## src/rtl/seq_squarer_pkg.sv

```systemverilog
// -----------------------------------------------------------------------------
// seq_squarer_pkg
// Shared definitions for the iterative shift-add squarer:
//   - state_t   : FSM state encoding (IDLE, CALC, DONE)
//   - cnt_width : width of the bit-position counter for a given operand width
//   - WIDTH_MIN / WIDTH_MAX : legal operand width range
// Optional feature macro used by the top: SEQ_SQUARER_ACC_EN.
// -----------------------------------------------------------------------------
package seq_squarer_pkg;

  localparam int WIDTH_MIN = 2;
  localparam int WIDTH_MAX = 32;

  typedef enum logic [1:0] {
    IDLE = 2'd0,
    CALC = 2'd1,
    DONE = 2'd2
  } state_t;

  // The counter only has to reach WIDTH-1, so clog2(WIDTH) bits suffice.
  // Clamp to one bit so a degenerate width never yields a zero-width vector.
  function automatic int cnt_width(input int width);
    int w;
    w = $clog2(width);
    return (w < 1) ? 1 : w;
  endfunction

endpackage

```

## src/rtl/sq_shift_add_step.sv

```systemverilog
// -----------------------------------------------------------------------------
// sq_shift_add_step
// Combinational datapath for one CALC cycle of the squarer: adds the
// multiplicand, shifted to the current bit position, into the partial product
// when the current multiplier bit is set.
// Parameters:
//   WIDTH        operand width
// Ports:
//   i_prod       [2*WIDTH-1:0]  current partial product
//   i_m          [WIDTH-1:0]    multiplicand
//   i_r0                        current multiplier bit (LSB of shift register)
//   i_cnt        [CW-1:0]       bit position of i_r0
//   o_prod_next  [2*WIDTH-1:0]  partial product after this cycle
// -----------------------------------------------------------------------------
module sq_shift_add_step
  import seq_squarer_pkg::*;
#(
  parameter  int WIDTH = 6,
  localparam int CW    = cnt_width(WIDTH)
) (
  input  logic [2*WIDTH-1:0] i_prod,
  input  logic [WIDTH-1:0]   i_m,
  input  logic               i_r0,
  input  logic [CW-1:0]      i_cnt,
  output logic [2*WIDTH-1:0] o_prod_next
);

  logic [2*WIDTH-1:0] w_m_ext;
  logic [2*WIDTH-1:0] w_pp;

  // The final sum is a*a < 2^(2*WIDTH), and every intermediate sum is a
  // subset of its partial products, so the 2*WIDTH-bit add never overflows.
  assign w_m_ext     = {{WIDTH{1'b0}}, i_m};
  assign w_pp        = i_r0 ? (w_m_ext << i_cnt) : '0;
  assign o_prod_next = i_prod + w_pp;

endmodule

```

## src/rtl/seq_squarer.sv

```systemverilog
// -----------------------------------------------------------------------------
// seq_squarer
// Iterative shift-add squarer: p = a*a for an unsigned WIDTH-bit operand, one
// partial-product row per cycle, WIDTH CALC cycles per operand.
//
// Handshake: a transfer happens on a rising edge where valid && ready are both
// high. in_ready is high only in IDLE, out_valid only in DONE; both are decoded
// from the registered state, so neither depends combinationally on in_valid or
// out_ready. p holds stable while out_valid && !out_ready.
//
// Parameters:
//   WIDTH      operand width (2..32)
//   ACC_WIDTH  accumulator width (used only with SEQ_SQUARER_ACC_EN)
// Ports:
//   clk, rst_n            clock, asynchronous active-low reset
//   in_valid/in_ready/a   operand input handshake
//   out_valid/out_ready/p result output handshake
//   acc_clr, acc, acc_ovf running-sum accumulator (SEQ_SQUARER_ACC_EN only)
// Optional feature macro: SEQ_SQUARER_ACC_EN
// -----------------------------------------------------------------------------
module seq_squarer
  import seq_squarer_pkg::*;
#(
  parameter int WIDTH     = 6,
  parameter int ACC_WIDTH = 2*WIDTH+4
) (
  input  logic                 clk,
  input  logic                 rst_n,
  input  logic                 in_valid,
  output logic                 in_ready,
  input  logic [WIDTH-1:0]     a,
  output logic                 out_valid,
  input  logic                 out_ready,
  output logic [2*WIDTH-1:0]   p
`ifdef SEQ_SQUARER_ACC_EN
  ,
  input  logic                 acc_clr,
  output logic [ACC_WIDTH-1:0] acc,
  output logic                 acc_ovf
`endif
);

  localparam int            CW       = cnt_width(WIDTH);
  localparam logic [CW-1:0] CNT_LAST = CW'(WIDTH-1);

  // Elaboration-time parameter sanity checks.
  if (WIDTH < WIDTH_MIN || WIDTH > WIDTH_MAX) begin : g_bad_width
    $error("seq_squarer: WIDTH out of range");
  end
  if (ACC_WIDTH < 1) begin : g_bad_acc_width
    $error("seq_squarer: ACC_WIDTH must be positive");
  end

  state_t               r_state;
  state_t               w_state_next;
  logic [WIDTH-1:0]     r_m;
  logic [WIDTH-1:0]     r_r;
  logic [2*WIDTH-1:0]   r_prod;
  logic [CW-1:0]        r_cnt;
  logic [2*WIDTH-1:0]   w_prod_next;
  logic                 w_accept;
  logic                 w_last;

  assign w_accept = in_valid && in_ready;
  assign w_last   = (r_cnt == CNT_LAST);

  // ---------------------------------------------------------------------------
  // FSM: state register
  // ---------------------------------------------------------------------------
  always_ff @(posedge clk or negedge rst_n) begin
    if (!rst_n) begin
      r_state <= IDLE;
    end else begin
      r_state <= w_state_next;
    end
  end

  // ---------------------------------------------------------------------------
  // FSM: next-state logic
  // ---------------------------------------------------------------------------
  always_comb begin
    w_state_next = r_state;
    case (r_state)
      IDLE:    if (in_valid)  w_state_next = CALC;
      CALC:    if (w_last)    w_state_next = DONE;
      DONE:    if (out_ready) w_state_next = IDLE;
      default:                w_state_next = IDLE;
    endcase
  end

  // ---------------------------------------------------------------------------
  // FSM: outputs, decoded from registered state only
  // ---------------------------------------------------------------------------
  always_comb begin
    in_ready  = 1'b0;
    out_valid = 1'b0;
    case (r_state)
      IDLE:    in_ready  = 1'b1;
      DONE:    out_valid = 1'b1;
      default: ;
    endcase
  end

  // ---------------------------------------------------------------------------
  // Datapath
  // ---------------------------------------------------------------------------
  sq_shift_add_step #(
    .WIDTH (WIDTH)
  ) u_step (
    .i_prod      (r_prod),
    .i_m         (r_m),
    .i_r0        (r_r[0]),
    .i_cnt       (r_cnt),
    .o_prod_next (w_prod_next)
  );

  always_ff @(posedge clk or negedge rst_n) begin
    if (!rst_n) begin
      r_m    <= '0;
      r_r    <= '0;
      r_prod <= '0;
      r_cnt  <= '0;
    end else begin
      case (r_state)
        IDLE: begin
          if (w_accept) begin
            r_m    <= a;
            r_r    <= a;
            r_prod <= '0;
            r_cnt  <= '0;
          end
        end
        CALC: begin
          // No early exit on r==0: fixed WIDTH-cycle latency for every operand.
          r_prod <= w_prod_next;
          r_r    <= r_r >> 1;
          r_cnt  <= r_cnt + CW'(1);
        end
        default: ;
      endcase
    end
  end

  assign p = r_prod;

`ifdef SEQ_SQUARER_ACC_EN
  // ---------------------------------------------------------------------------
  // Running sum of delivered squares. The extra top bit of the sum is the
  // carry out of the accumulator MSB, which sets the sticky wrap flag.
  // ---------------------------------------------------------------------------
  logic                 w_out_hs;
  logic [ACC_WIDTH:0]   w_acc_sum;
  logic [ACC_WIDTH-1:0] r_acc;
  logic                 r_acc_ovf;

  assign w_out_hs  = out_valid && out_ready;
  assign w_acc_sum = {1'b0, r_acc} + (ACC_WIDTH+1)'(r_prod);

  always_ff @(posedge clk or negedge rst_n) begin
    if (!rst_n) begin
      r_acc     <= '0;
      r_acc_ovf <= 1'b0;
    end else if (acc_clr) begin
      // Clear takes priority; a result delivered on this edge is dropped.
      r_acc     <= '0;
      r_acc_ovf <= 1'b0;
    end else if (w_out_hs) begin
      r_acc <= w_acc_sum[ACC_WIDTH-1:0];
      if (w_acc_sum[ACC_WIDTH]) begin
        r_acc_ovf <= 1'b1;
      end
    end
  end

  assign acc     = r_acc;
  assign acc_ovf = r_acc_ovf;
`endif

endmodule

```

## config.mk

```make
export PLATFORM = sky130hd
export DESIGN_NAME = seq_squarer
export DESIGN_NICKNAME = d
export VERILOG_FILES = /design/src/rtl/seq_squarer_pkg.sv /design/src/rtl/sq_shift_add_step.sv /design/src/rtl/seq_squarer.sv
export SDC_FILE = /design/constraint.sdc
export NUM_CORES = 1
export LEC_CHECK = 0
export BUFFER_PORTS_ARGS = -buffer_cell sky130_fd_sc_hd__buf_2
export CELL_PAD_IN_SITES_DETAIL_PLACEMENT = 2
export CELL_PAD_IN_SITES_GLOBAL_PLACEMENT = 2
export CORE_MARGIN = 10
export CORE_UTILIZATION = 38
export CTS_CLUSTER_SIZE = 16
export DETAILED_ROUTE_END_ITERATION = 8
export PLACE_DENSITY_LB_ADDON = 0.1
export SETUP_SLACK_MARGIN = 0.4
export SYNTH_ARGS = -nofsm -noshare
export SYNTH_HDL_FRONTEND = slang
export SYNTH_SLANG_ARGS = --single-unit
export TNS_END_PERCENT = 5
```

## constraint.sdc

```tcl
create_clock -name clk -period 9.05 [get_ports clk]
set_input_delay 0.4525 -clock clk [delete_from_list [all_inputs] [get_ports clk]]
set_output_delay 0.4525 -clock clk [all_outputs]
set_load 0.02 [all_outputs]
```

======== Word level (Yosys, flattened, before mapping) ========
Index checks and enable logic that the tools add are counted.
W data, S select, Z words.
word-level totals
  flip-flop bits (word level) ............. 29
  input bits .............................. 10
  output and inout bits ................... 14
  logic and storage cells ................. 34
operators by class
  add/subtract/negate cells ............... 2
  eq/ne operators ......................... 7
  shift-type cells ........................ 1
  muxes and demuxes ....................... 13
  reductions and logical operators ........ 6
operator list
  cell                   number
  $mux W12               2
  $pmux W12 S2           1
  $add A12 B12 Y12       1
  $pmux W6 S2            1
  $shl A6 B3 Y12         1
  $ne A2 B2 Y1 const B   4
  $mux W2                3
  $mux W6                1
  $pmux W2 S3            1
  $pmux W3 S2            1
  $reduce_and A2 Y1      2
  $add A3 B1 Y3 const B  1
  $eq A3 B3 Y1 const B   1
  $mux W3                1
  $reduce_and A3 Y1      1
  $eq A2 B1 Y1 const B   1
  $eq A2 B2 Y1 const B   1
  $logic_not A2 Y1       1
  $mux W1                2
  $reduce_bool A2 Y1     1
  $logic_and A1 B1 Y1    1

======== Depth between registers and ports, before layout ========
Gate-level depths: netlist (run 1).
  depth in word-level cells ............... 5
  gate-level depth with buffers ........... 15
  mapped depth without buffers ............ 13

======== Cells and area by module ========
Synthesis (run 1) repeated with hierarchy kept, for this count alone.
second synthesis, totals
  cell total of the unflattened synthesis .. 193
  area total of the unflattened synthesis .. 1969.4 µm²
by module, submodules not included
  module             times used  cells each  area each (µm²)  seq. area each (µm²)
  seq_squarer        1           93          1246.2           725.7
  sq_shift_add_step  1           100         723.2            0.0

======== Worst setup path before layout (run 1) ========
No wires, ideal clock.
  path type ............................... register to register
  start point ............................. register r_cnt[1]
  end point ............................... register r_prod[10], in the netlist p[10]
  library setup time ...................... 0.135 ns
  data arrival time ....................... 2.755 ns
  data required time ...................... 8.915 ns
  setup slack ............................. 6.160 ns
  stages on the path, launching flop included .. 14
  buffers on the path ..................... 1
  clock period less this slack ............ 2.890 ns
  cell sequence ........................... dfrtp_1 buf_1 mux2i_1 nor2_1 a31oi_1 nor2_1 ha_1 a211o_1 a21oi_2 o21bai_2 a221o_1 a21oi_2 xor2_1 o22ai_1
between the ends
  word-level cells in the longest chain between the ends .. 4
RTL lines
  item                      line                     source
  start: declaration        seq_squarer.sv:59        logic [CW-1:0] r_cnt;
  start signal: assignment  seq_squarer.sv:137       r_cnt <= r_cnt + CW'(1);
  $shl A6 B3 Y12            sq_shift_add_step.sv:34  assign w_pp = i_r0 ? (w_m_ext << i_cnt) : '0;
  $mux W12                  sq_shift_add_step.sv:34
  $add A12 B12 Y12          sq_shift_add_step.sv:35  assign o_prod_next = i_prod + w_pp;
  $pmux W12 S2              seq_squarer.sv:124       case (r_state)
  end signal: assignment    seq_squarer.sv:135       r_prod <= w_prod_next;
  end: declaration          seq_squarer.sv:58        logic [2*WIDTH-1:0] r_prod;
Every way passes these cells.
A chain may end at the register's enable or synchronous reset.

======== Final worst setup path (run 1) ========
  start point ............................. register r_cnt[1]
  end point ............................... register r_prod[11], in the netlist p[11]
Same word-level chain as after synthesis.

==> flow_summary.json, run 1 <==
{
  "outcome": "complete, no violations",
  "drc": 0,
  "async_flop_share_pct": 100.0,
  "grt_util_met3_pct": 3.704,
  "path_class": "flop to flop",
  "ys_warn_count": 0,
  "slew_headroom_pct": 31.62,
  "root_buffer": "clkbuf_8",
  "wl_per_cell_um": 19.56,
  "vias": 1671,
  "place_hpwl_mm": 4.559,
  "ys_ff_latch": 29,
  "syn_inst": 211,
  "synth.distinct_cells": 44,
  "cp_max_fo": 13,
  "synth-compound-area-share_pct": 22.51,
  "syn_avg_cell_area_um2": 9.168,
  "place_area_um2": 2102,
  "grt_first_pass_wirelength_mm": 9.784,
  "antenna_left": 0,
  "grt_max_degree": 30,
  "cp.required_ns": 9.25,
  "synthTopCellsByArea": "dfrtp_1 (38%), ha_1 (8.4%), o21ai_0 (5.7%), mux2_2 (5.2%), nand2_1 (4.3%)",
  "globalRoute.busiestLayer": "met2",
  "hold_buffers": 0,
  "start_util_pct": 40.16,
  "cp_slowest_cell": "dfrtp_1",
  "areaGrowthSynthToFinish_pct": 13.13,
  "synth.area.mux_share_pct": 7.309,
  "syn-num-nets": 235,
  "viasPerCell": 5.589,
  "clock_latency_ns": 0.29,
  "htreeDepth": 2,
  "synth_xor_area_share_pct": 4.528,
  "synth_edf_count": 0,
  "syn_area_um2": 1934,
  "met1_usage_pct": 17.11,
  "port_buffers": 23,
  "numCtsBuffers": 5,
  "synth_top_area_cell": "dfrtp_1",
  "dr.pass1.iters": 2,
  "ios": 24,
  "rows": 25,
  "finalClockSkew_ns": 0.008766,
  "hold_viol": 0,
  "p_leak_uw": 0.001032,
  "postCtsSetupRepairBufs": 0,
  "fin_nets": 256,
  "clockBufferDepth": 2,
  "clock_sinks": 29,
  "crit_path_end_kind": "flop",
  "die_area_um2": 8344,
  "max_freq_mhz": 296.4,
  "clk_pin_slew_ns": 0.07,
  "ir_worst_vdd_uv": 141.6,
  "nFillCells": 548,
  "cap_violations": 0,
  "gp_congestion": 0.8598,
  "antenna_found_initial": 0,
  "synthAdderAreaFrac_pct": 9.444,
  "core_area_um2": 4817,
  "setup_tns_ns": 0,
  "final_cell_area_um2": 2188,
  "rsz0062_at_grt": "false",
  "grt_usage_pct": 14.43,
  "synth.top_cell.area_share_pct": 37.52,
  "tightest_slew_ns": 1.024,
  "post_cts_resized": 0,
  "drtIter0Drc": 62,
  "synthFlopType": "dfrtp_1",
  "wirelength_mm": 5.849,
  "synth_top_family_by_area": "compound AO/OA/AOI/OAI gates",
  "use_met2_pct": 25.24,
  "hold_class": "input port to asynchronous set/reset pin",
  "seq_area_um2": 725.7,
  "die_w_um": 91.35,
  "dieHeight_um": 91.35,
  "cts_tree": "yes",
  "arrival_ns": 3.57,
  "setup_viol": 0,
  "num_antenna_cells": 0,
  "overflow": 0,
  "timing.final.crit_period_ns": 3.374,
  "layout-drive-gt1-share_pct": 19.40,
  "power.density_nw_per_um2": 350.4,
  "grt_pass1_vias": 1867,
  "fin_crit_sh_pct": 37.28,
  "cp_cell_sequence": "mux2_2 > and2_1 > o311a_1 > ha_1 > a211oi_1 > o21ai_0 > o211ai_1 > o31ai_1 > xnor2_1 > a21oi_1 > o22ai_1",
  "mostFrequentLayoutCells": "dfrtp_1 (29), buf_2 (23), nand2_1 (22), o21ai_0 (22), nor2_1 (14)",
  "yosys.area_share.simple_pct": 15.72,
  "final_common_cell": "dfrtp_1",
  "yosysSeqAreaShare_pct": 37.52,
  "multi_input_area_um2": 1151,
  "critPathMaxStageDelay_ns": 0.63,
  "slew_viol_final": 0,
  "worst_setup_path_start_kind": "flop"
}
## through the flow
step | total power (uW) | cells | util [%] | setup WS [ns] | hold WS, ns
after floorplan | 530.2 | 211 | - | 6.160 | 0.1569
final | 766.8 | 299 | 45.43 | 5.676 | 0.1964
after detailed placement | 659.1 | 292 | 43.64 | 5.700 | 0.5156
after CTS | 775.8 | 299 | 45.43 | 5.679 | 0.2263
after global placement | 625.0 | 292 | 43.64 | 5.860 | 0.4958
after global routing | 839.0 | 299 | 45.43 | 5.396 | 0.2517
## cells by family after synthesis
| group | count (synthesis) |
|---|---|
| compound gates | 67 |
| xor+xnor | 10 |
| fa+ha+maj | 14 |
| buf+inv | 15 |
| flops | 29 |
| mux | 13 |
| simple gates | 63 |
## cells in the mapped netlist (5+ instances only)
cell,count
mux2_2,9
inv_1,5
nor2b_1,9
o21ai_0,22
xnor2_1,6
nor2_1,14
ha_1,13
dfrtp_1,29
clkbuf_1,8
a21oi_1,11
nand2_1,22
## final cells by class
cell class,instances,share of cell area [%]
Tap cell,67,3.831
Sequential cell,29,33.16
Clock buffer,7,3.945
Timing Repair Buffer,24,5.603
Inverter,5,0.8576
Multi-Input combinational cell,167,52.60
## power by group
part / switching [uW] / internal [uW] / total [uW]
Clock: 51.7 / 60.3 / 112
Sequential: 75.7 / 182 / 258
Combinational: 235 / 162 / 397
## metal layers
metal | part of all wire, % | vias to the layer above | wire length [um]
met5 | 0 | - | 0
met4 | 0.96 | 0 | 56
met3 | 3.4 | 6 | 201
met2 | 52 | 20 | 3018
met1 | 44 | 854 | 2573
li1 | - | 791 | -
## critical path: cells and delay by family (launching register included)
kind	cells	cell delay, ns
AOI/OAI and AO/OA	7	1.43
DFF	1	0.63
muxes	1	0.40
adders and majority gates	1	0.39
xor gates and xnor gates	1	0.26
and+or+nand+nor	1	0.17
## final timing paths
check                                          start            endpoint  slack (ns)  cells after the start
worst max-delay path            r_cnt[1]$_DFFE_PN0P_   p[11]$_DFFE_PN0P_        5.68                     11
worst min-delay path                           rst_n    p[4]$_DFFE_PN0P_        0.20                      1
worst max register to register  r_cnt[1]$_DFFE_PN0P_   p[11]$_DFFE_PN0P_        5.68                     11
worst min register to register      p[2]$_DFFE_PN0P_    p[2]$_DFFE_PN0P_        0.52                      2
max in group asynchronous                      rst_n    p[9]$_DFFE_PN0P_        8.41                      1
min in group clk                                a[2]  r_m[2]$_DFFE_PN0P_        0.42                      2
## state kept, by name (all words and copies together) (netlist names)
signal   cells
p           12
r_m          6
r_r          6
r_cnt        3
r_state      2
Note: power is estimated with default switching activity, not from simulation.
==> run 2: changes to the inputs <==
--- a/config.mk
+++ b/config.mk
@@ -9,7 +9,7 @@
 export CELL_PAD_IN_SITES_DETAIL_PLACEMENT = 2
 export CELL_PAD_IN_SITES_GLOBAL_PLACEMENT = 2
 export CORE_MARGIN = 10
-export CORE_UTILIZATION = 38
+export CORE_UTILIZATION = 32
 export CTS_CLUSTER_SIZE = 16
 export DETAILED_ROUTE_END_ITERATION = 8
 export PLACE_DENSITY_LB_ADDON = 0.1
==> constraint.sdc (replaced) <==
create_clock -name clk -period 2.9 [get_ports clk]
set_input_delay 0.145 -clock clk [delete_from_list [all_inputs] [get_ports clk]]
set_output_delay 0.145 -clock clk [all_outputs]
set_load 0.02 [all_outputs]
==> run 2 against run 1 <==
Global-route usage is 1.4 points lower. Die area grew 15%. Clock skew up 0.0036 ns. Highest routed layer unchanged. Critical path type unchanged. Critical path depth rose by 2. Largest cell class unchanged. Sequential power grew to 3.0 times the previous value. Via count grew 6.8%. Power rose to 3.7 times the previous value. Routed wire length increased by 10%. Design area increased by 15%. Combinational power grew to 4.2 times the previous value. Fmax is 17% higher. Core utilization shrank 2.8 points.
==> flow_summary.json, run 2 (synthesis gave the netlist of run 1 again) <==
{
  "num_antenna_cells": 0,
  "drtIter0Drc": 58,
  "dp_slack_ns": -0.1355,
  "ir_worst_vdd_uv": 347.3,
  "clock_sinks": 29,
  "die_w_um": 97.75,
  "fin_crit_sh_pct": 99.86,
  "mostFrequentLayoutCells": "dfrtp_1 (27), buf_4 (24), buf_2 (23)",
  "p_leak_uw": 0.001161,
  "cts_tree": "yes",
  "rows": 28,
  "outcome": "complete, no violations",
  "place_hpwl_mm": 4.624,
  "largest_register_ff_count": 12,
  "root_buffer": "clkbuf_8",
  "grt_util_met3_pct": 3.383,
  "antenna_found_initial": 0,
  "tightest_slew_ns": 0.7053,
  "grt_usage_pct": 13.04,
  "clock_latency_ns": 0.29,
  "viasPerCell": 5.360,
  "layout-drive-gt1-share_pct": 35.27,
  "slew_headroom_pct": 52.98,
  "layout_setup_ws_ns": 0.004170,
  "areaGrowthSynthToFinish_pct": 29.75,
  "cp_slowest_cell": "dfrtp_2",
  "cp_max_fo": 7,
  "grt_first_pass_wirelength_mm": 10.34,
  "multi_input_area_um2": 1256,
  "clockBufferDepth": 2,
  "timing.final.crit_period_ns": 2.896,
  "path_class": "flop to flop",
  "core_area_um2": 5886,
  "drc": 0,
  "numCtsBuffers": 5,
  "whs_ns": 0.1074,
  "finalClockSkew_ns": 0.01234,
  "met1_usage_pct": 15.46,
  "start_util_pct": 32.87,
  "dr.pass1.iters": 4,
  "htreeDepth": 2,
  "crit_path_end_kind": "flop",
  "dp_cells": 320,
  "hold_class": "input port to flop",
  "antenna_left": 0,
  "grt_max_degree": 30,
  "power_uw": 2819,
  "ios": 24,
  "cap_violations": 0,
  "wl_per_cell_um": 19.40,
  "clk_pin_slew_ns": 0.07,
  "gp_congestion": 0.7965,
  "setup_viol": 0,
  "grt_pass1_vias": 1990,
  "critPathTopFamily": "compound AO/OA/AOI/OAI gates",
  "worst_setup_path_start_kind": "flop",
  "use_met2_pct": 22.99,
  "die_area_um2": 9555,
  "final_util_pct": 42.64,
  "nFillCells": 662,
  "fin_nets": 281,
  "arrival_ns": 3.03,
  "globalRoute.busiestLayer": "met2",
  "rsz0062_at_grt": "true",
  "slew_viol_final": 0,
  "cp.required_ns": 3.04,
  "path_buf_inv": 1,
  "critPathMaxStageDelay_ns": 0.47,
  "port_buffers": 23,
  "max_freq_mhz": 345.3,
  "hold_viol": 0,
  "crit_path_frequent_cell": "a21oi_2",
  "overflow": 0,
  "seq_area_um2": 728.2,
  "final_common_cell": "dfrtp_1",
  "wirelength_mm": 6.460,
  "power.density_nw_per_um2": 1123,
  "instances_no_fill": 333,
  "dieHeight_um": 97.75,
  "cp_cell_sequence": "buf_6 > mux2i_4 > a21oi_1 > nand2b_1 > a21boi_1 > ha_1 > o21a_1 > a21oi_2 > o21bai_2 > a221o_1 > a21oi_2 > xor2_1 > o22ai_1",
  "vias": 1785
}
==> run 2: cell count changes in the layout (fill, tap and decap cells not counted), sizes merged <==
cell / delta
buf: +24
clkinv: +2
clkbuf: -1
dlygate4sd3: +1
==> run 2: cell type report <==
cell class	instances	area share, %
Clock inverter	2	0.5484
Tap cell	75	3.739
Clock buffer	6	3.290
Sequential cell	29	29.01
Multi-Input combinational cell	167	50.05
Timing Repair Buffer	49	12.61
Inverter	5	0.7478
==> run 2: worst register-to-register path, cell delays in order, from the launching register on <==
cell      delay, ns
dfrtp_2        0.47
buf_6          0.16
mux2i_4        0.18
a21oi_1        0.24
nand2b_1       0.10
a21boi_1       0.20
ha_1           0.27
o21a_1         0.12
a21oi_2        0.17
o21bai_2       0.09
a221o_1        0.34
a21oi_2        0.14
xor2_1         0.15
o22ai_1        0.10
==> run 2: worst paths after layout <==
path | start | to | slack (ns) | cells past startpoint
setup / recovery | r_cnt[1]$_DFFE_PN0P_ | p[10]$_DFFE_PN0P_ | 0.004 | 13
hold / removal | out_ready | r_state[1]$_DFFE_PN0P_ | 0.11 | 3
setup reg to reg | r_cnt[1]$_DFFE_PN0P_ | p[10]$_DFFE_PN0P_ | 0.004 | 13
hold reg to reg | p[5]$_DFFE_PN0P_ | p[5]$_DFFE_PN0P_ | 0.53 | 2
max in group asynchronous | rst_n | r_cnt[0]$_DFFE_PN0P_ | 1.96 | 2
min in group asynchronous | rst_n | p[1]$_DFFE_PN0P_ | 0.43 | 2
==> run 2: layer usage <==
metal | vias up | part of all wire [%]
li1 | 843 | -
met5 | - | 0
met3 | 10 | 3.0
met1 | 910 | 43
met2 | 22 | 52
met4 | 0 | 1.8
==> run 2: power by group <==
part | internal (uW) | total (uW) | switching, uW
logic | 765 | 1680 | 919
clock network | 192 | 370 | 178
registers | 571 | 764 | 192
total | 1530 | 2820 | 1290
==> run 2: per-stage QoR <==
stage / setup TNS (ns) / area, um2
after floorplan: 0 / 1951
after global placement: -0.02690 / 2267
after detailed placement: -0.1909 / 2267
after CTS: 0 / 2420
after global routing: -0.3567 / 2510
final: 0 / 2510
==> run 2: what timing repair did <==
item                                    in CTS  in global routing
cloned                                       0                  0
hold endpoints to repair                    29                  0
hold buffers                                 1                  0
gates resized for setup                     12                 17
setup buffers                                2                  2
endpoints found under the setup margin       7                  8
pin swaps                                    3                 11
